## src/rtl/multi_step_counter.sv

```systemverilog
// multi_step_counter
//   Parametrised stepped counter with up/down counting, parallel load with
//   clamp, wrap or saturate at the range boundary, a combinational boundary
//   strobe and a sticky overflow flag.
//
//   The count range and both step sizes are set by the module parameters.
//
// Ports
//   clk       rising-edge clock
//   rst_n     asynchronous active-low reset
//   en        count enable
//   x         step select (0: STEP0, 1: STEP1)
//   dir       0: count up, 1: count down
//   mode      0: wrap at the range limit, 1: saturate at the boundary
//   load      synchronous parallel load (highest priority)
//   load_val  value to load, clamped to the top of the range
//   clr_ovf   synchronous clear of ovf (loses to a simultaneous boundary event)
//   q         registered count
//   z         combinational boundary strobe, sample at the rising edge only
//   ovf       registered sticky boundary flag
module multi_step_counter #(
  parameter int unsigned WIDTH = 4,
  parameter int unsigned MOD   = 16,
  parameter int unsigned STEP0 = 2,
  parameter int unsigned STEP1 = 4
) (
  input  logic             clk,
  input  logic             rst_n,
  input  logic             en,
  input  logic             x,
  input  logic             dir,
  input  logic             mode,
  input  logic             load,
  input  logic [WIDTH-1:0] load_val,
  input  logic             clr_ovf,
  output logic [WIDTH-1:0] q,
  output logic             z,
  output logic             ovf
);

  // Arithmetic is carried at WIDTH+1 bits so q+step never truncates.
  localparam logic [WIDTH:0]   MOD_W   = (WIDTH+1)'(MOD);
  localparam logic [WIDTH:0]   STEP0_W = (WIDTH+1)'(STEP0);
  localparam logic [WIDTH:0]   STEP1_W = (WIDTH+1)'(STEP1);
  localparam logic [WIDTH-1:0] MAX_Q   = WIDTH'(MOD - 1);

  logic [WIDTH-1:0] q_q, q_d;
  logic             ovf_q, ovf_d;

  logic [WIDTH:0]   step_w;
  logic [WIDTH:0]   q_ext;
  logic [WIDTH:0]   ld_ext;
  logic [WIDTH:0]   sum_up;
  logic [WIDTH-1:0] nxt;
  logic             bnd;
  logic             en_g;

  always_comb begin
    step_w = x ? STEP1_W : STEP0_W;
    q_ext  = {1'b0, q_q};
    ld_ext = {1'b0, load_val};
    sum_up = q_ext + step_w;
    bnd    = 1'b0;
    nxt    = q_q;

    if (!dir) begin
      if (sum_up < MOD_W) begin
        nxt = WIDTH'(sum_up);
      end else begin
        bnd = 1'b1;
        nxt = mode ? MAX_Q : WIDTH'(sum_up - MOD_W);
      end
    end else begin
      if (q_ext >= step_w) begin
        nxt = WIDTH'(q_ext - step_w);
      end else begin
        bnd = 1'b1;
        nxt = mode ? '0 : WIDTH'(q_ext + MOD_W - step_w);
      end
    end

    // Enable is qualified by reset so the strobe stays low while held in reset.
    en_g = en & rst_n;
    z    = en_g & ~load & bnd;

    if (load) begin
      q_d = (ld_ext >= MOD_W) ? MAX_Q : load_val;
    end else if (en_g) begin
      q_d = nxt;
    end else begin
      q_d = q_q;
    end

    // Set dominates clear.
    ovf_d = z | (ovf_q & ~clr_ovf);
  end

  always_ff @(posedge clk or negedge rst_n) begin
    if (!rst_n) begin
      q_q   <= '0;
      ovf_q <= 1'b0;
    end else begin
      q_q   <= q_d;
      ovf_q <= ovf_d;
    end
  end

  assign q   = q_q;
  assign ovf = ovf_q;

endmodule
```

## config.mk

```make
export PLATFORM = sky130hd
export DESIGN_NAME = multi_step_counter
export DESIGN_NICKNAME = d
export VERILOG_FILES = /design/src/rtl/multi_step_counter.sv
export SDC_FILE = /design/constraint.sdc
export NUM_CORES = 1
export LEC_CHECK = 0
export ABC_AREA = 1
export CAP_MARGIN = 25
export CORE_AREA = 10 10 47 49
export DETAILED_ROUTE_END_ITERATION = 8
export DIE_AREA = 0 0 57 59
export HOLD_SLACK_MARGIN = 0.08
export MAX_ROUTING_LAYER = met4
export PLACE_DENSITY = 0.76
export SLEW_MARGIN = 10
export SYNTH_ARGS = -nofsm -noshare
export SYNTH_HDL_FRONTEND = slang
export SYNTH_SLANG_ARGS = --single-unit
```

## constraint.sdc

```tcl
create_clock -name clk -period 2.7 [get_ports clk]
set_input_delay 0.54 -clock clk [delete_from_list [all_inputs] [get_ports clk]]
set_output_delay 0.54 -clock clk [all_outputs]
set_load 0.02 [all_outputs]
```

Word-level counts from Yosys, hierarchy flattened
Cells that the tools add are included.
Word-level totals
  word-level logic and storage cells: 28
  register bits: 5
  input port bits: 12
  output and inout port bits: 6
Operators by class
  bitwise gates (word level): 7
  add/subtract/negate cells: 5
  muxes and demuxes: 11
  magnitude comparators: 2
  reductions and logical operators: 1
Operators by type and width (number)
  4-bit 2-to-1 mux: 7
  4-bit by 3-bit subtractor with 4-bit output: 2
  4-bit by 3-bit adder with 5-bit output: 1
  5-bit < comparator, second input constant: 1
  4-bit by 1-bit adder with 4-bit output, second input constant: 1
  1-bit AND: 4
  4-bit by 3-bit >= comparator with 1-bit output: 1
  4-bit by 1-bit subtractor with 4-bit output, second input constant: 1
  1-bit 2-to-1 mux: 3
  3-bit 2-to-1 mux: 1
  1-bit NOT: 2
  2-bit nonzero test: 1
  1-bit OR: 1

Longest topological paths before layout
  depth after elaboration: 8
  mapped depth: 12
  mapped depth without buffers: 12

Worst setup path before layout
Ideal clock, no wire load.
  path type: input to output
  start: input x
  end: output z
  setup slack: 641 ps
  arrival: 1519 ps
  cell stages on the path: 9
  data required time: 2160 ps
  buffers on the path: 0
  cell sequence: inv_1 > ha_1 > nand2_1 > nand2_1 > nand2_2 > nand2_4 > a21oi_2 > nand2_2 > inv_1
On the way
  cells in the longest elaborated chain, start to end: 6
  elaborated cells between the ends (all ways): 8
  classes of those cells: add/sub (1); order compare (2); mux (4); bitwise (1)
Ends and longest elaborated chain
  from (decl): RTL line 30  | input logic x,
  3-bit 2-to-1 mux *: RTL line 59  | step_w = x ? STEP1_W : STEP0_W;
  4-bit by 3-bit adder with 5-bit output: RTL line 62  | sum_up = q_ext + step_w;
  5-bit < comparator: RTL line 67  | if (sum_up < MOD_W) begin
  1-bit 2-to-1 mux: RTL line 67
  1-bit 2-to-1 mux *: RTL line 66  | if (!dir) begin
  1-bit AND *: RTL line 84  | z = en_g & ~load & bnd;
  to (decl): RTL line 37  | output logic z,
Mark *: on every way between the ends. The rest lies on a longest branch, timed or not.

Worst setup path after layout
Ends and elaborated chain as after synthesis.

==> impl_metrics.csv <==
group,metric,value,unit
yosys,syn_area,591,µm²
global_routing,grtUsageTotal,10.2,%
global_routing,grt_pass1_vias,696,
finish,regArea,125,µm²
power,p_per_area,448,nW/µm²
yosys,synth-seq-cells,5,
route,routed_wl,1.54,mm
yosys,synth_edf_count,0,
route,vias_per_cell,4.66,
run_status,status,"completed",
worst_setup_path,timing.critical_path.fanout_max,3,
worst_setup_path,critPathLaunchType,"input port",
route,wl_per_cell,11.5,µm
floorplanning,start_util,42.1,%
place,placed_area,860,µm²
power,power.total,0.000402,W
worst_setup_path,critPathRequiredTime,2.16,ns
clock_tree,ctsResizeCount,5,
yosys,ys_types,23,
worst_setup_path,critPathSlowestCell,"ha_1",
floorplanning,dieArea,3360,µm²
yosys,synth_nets,105,
route,drt_first_pass_iters,4,
sta,setup_viol,0,
finish,fillCellCount,131,
yosys,synth_warnings,0,
sta,slew_violations,0,
clock_tree,clock_sinks,5,
sta,setup-tns-final,0,ns
yosys,avgSynthCellArea,6.87,µm²
sta,period_share,81.5,%
clock_tree,cts_hold_buf,0,
place,port_buffers,17,
yosys,synth_flop_cell,"dfrtp_1",
route,via_count,625,
yosys,async_flop_share,100,%
power,leakage,0.478,nW
sta,rsz0062_at_grt,"false",
worst_setup_path,criticalPathCategory,"in -> out",
clock_tree,path_clk_slew,0.04,ns
clock_tree,numCtsBuffers,3,
worst_setup_path,critPathArrivalTime,1.66,ns
global_routing,grt_overflow,0,
yosys,synthesis.instances,86,
route,drcViolationCount,0,
route,postRouteAntennaNets,0,
clock_tree,insertion_delay,0.23,ns
flow_run,max_cap_violations,0,
hold_path,min_from,"ovf",
worst_setup_path,crit_family,"buffers and inverters",
finish,final_core_util,64.1,%
clock_tree,h-tree-depth,1,
global_routing,antenna_found_initial,0,
floorplanning,pin_count,18,
finish,syn2layout_area_growth,52.1,%
sta,max_slew_margin,81.0,%
floorplanning,placementRows,14,
sta,fmax,0.454,GHz
hold_path,hp-class,"reg -> reg",
floorplanning,core,1400,µm²
sta,hold_viol,0,
route,dr.first_iter.drc_count,4,
floorplanning,die_h,59,µm
worst_setup_path,cp_num_buf_inv,4,
place,hpwl,1.39,mm
clock_tree,post-cts-setup-buffer-count,0,
finish,final_layout_size_suffix_gt1_share,25.4,%
finish,antenna_cells,0,
sta,worst_slew_pin_slew,0.283,ns
sta,finalCriticalPeriod,2.20,ns
clock_tree,cts_max_path_buffers,2,
finish,design_area,898,µm²
sta,skew,0.000316,ns
worst_setup_path,cp_slowest_stage_delay,0.30,ns
global_routing,grt_max_degree,7,
global_routing,grt_first_pass_wirelength,2.78,mm
finish,multi_input_area,407,µm²
worst_setup_path,timing.rr.start,"q[1]",
clock_tree,cts_tree,"built",
clock_tree,cts-root-buf,"clkbuf_4",
worst_setup_path,crit_start,"x",
place,place_congestion,0.860,
worst_setup_path,cp_cell_sequence,"dlymetal6s2s_1 -> inv_2 -> ha_1 -> nand2_1 -> nand2_1 -> nand2_2 -> nand2_4 -> a21oi_2 -> nand2_2 -> inv_1 -> buf_4",
worst_setup_path,crit_path_end_kind,"primary output",
floorplanning,fp.dieW,57,µm
finish,layout.nets,138,
yosys,seq_area_frac_synth,21.2,%
power,worst_ir_drop_vdd,0.324,mV
-- metrics by stage --
stage / cells / worst slack, ns / hold WS [ns]
after floorplan: 86 / 0.641 / 0.244
after global placement: 130 / -0.317 / 0.510
after detailed placement: 130 / -0.347 / 0.526
after CTS: 134 / 0.0717 / 0.533
after global routing: 134 / 0.365 / 0.551
final: 134 / 0.499 / 0.527
-- final timing paths --
path / endpoint / slack, ns / cells after the start
max: z / 0.50 / 11
min: ovf / 0.53 / 2
max reg2reg: q[3] / 0.91 / 11
min reg2reg: ovf / 0.53 / 2
max in group asynchronous: q[3] / 1.99 / 2
min in group asynchronous: q[1] / 0.61 / 2
-- layer usage --
metal | track usage, % | vias up | part of all wire (%)
met5 | - | - | 0
met4 | 6.38 | 0 | 0.52
met3 | 2.36 | 2 | 5.5
met2 | 17.4 | 17 | 50
met1 | 10.5 | 278 | 44
li1 | - | 328 | -
-- registers in the layout (all words and copies together) (netlist names) --
register / count
q: 4
ovf: 1
-- layout make-up --
class | count | share of cell area (%)
Inverter | 16 | 6.69
Tap cell | 16 | 2.23
Clock buffer | 4 | 2.92
Sequential cell | 5 | 13.9
Timing Repair Buffer | 29 | 29.0
Multi-Input combinational cell | 64 | 45.3
-- synthesized netlist by cell type (2+ instances only) --
cell | count | area [µm²]
dfrtp_1 | 5 | 125
fa_1 | 2 | 40.0
ha_1 | 5 | 62.6
inv_1 | 12 | 45.0
inv_2 | 4 | 15.0
nand2_1 | 25 | 93.8
nand2_2 | 2 | 12.5
nand3_1 | 6 | 30.0
nor2_1 | 7 | 26.3
o21ai_1 | 4 | 20.0
xor2_1 | 2 | 17.5
-- logic make-up after synthesis --
| family | after synthesis | share of synthesized area [%] |
|---|---|---|
| compound gates | 9 | 9.74 |
| xor+xnor | 2 | 2.97 |
| fa+ha+maj | 7 | 17.4 |
| simple gates | 46 | 36.7 |
| buf+inv | 17 | 12.1 |
| flops | 5 | 21.2 |
-- worst register-to-register path, cell delays in order (launching register included) --
cell     delay, ns
dfrtp_1       0.41
inv_1         0.06
ha_1          0.19
buf_4         0.13
fa_1          0.37
xor2_1        0.15
nand2_1       0.06
o21ai_1       0.07
nand2_1       0.06
nand2_1       0.05
nand2_1       0.06
nand2_1       0.05
-- power breakdown --
group	internal [W]	leakage, nW	switching, W
combinational	0.000108	0.401	0.000111
clock	0.0000556	0.0150	0.0000267
sequential	0.0000850	0.0619	0.0000161
-- placed cells by master, fill, tap and decap left out --
cell type,netlist,final
a21oi_1,1,1
a21oi_2,1,1
buf_4,0,13
clkbuf_1,0,1
clkbuf_4,0,3
clkdlybuf4s50_1,0,15
dfrtp_1,5,5
dlymetal6s2s_1,0,1
fa_1,2,2
ha_1,5,4
ha_4,0,1
inv_1,12,11
inv_2,4,5
nand2_1,25,25
nand2_2,2,2
nand2_4,1,1
nand3_1,6,6
nand4_1,1,1
nand4_2,1,1
nor2_1,7,7
nor2_2,1,1
nor2_4,1,1
o21ai_0,1,1
o21ai_1,4,4
o21bai_2,1,1
o31ai_1,1,1
or2_1,1,1
xor2_1,2,2
No activity file was read; power rests on OpenSTA's default activity.
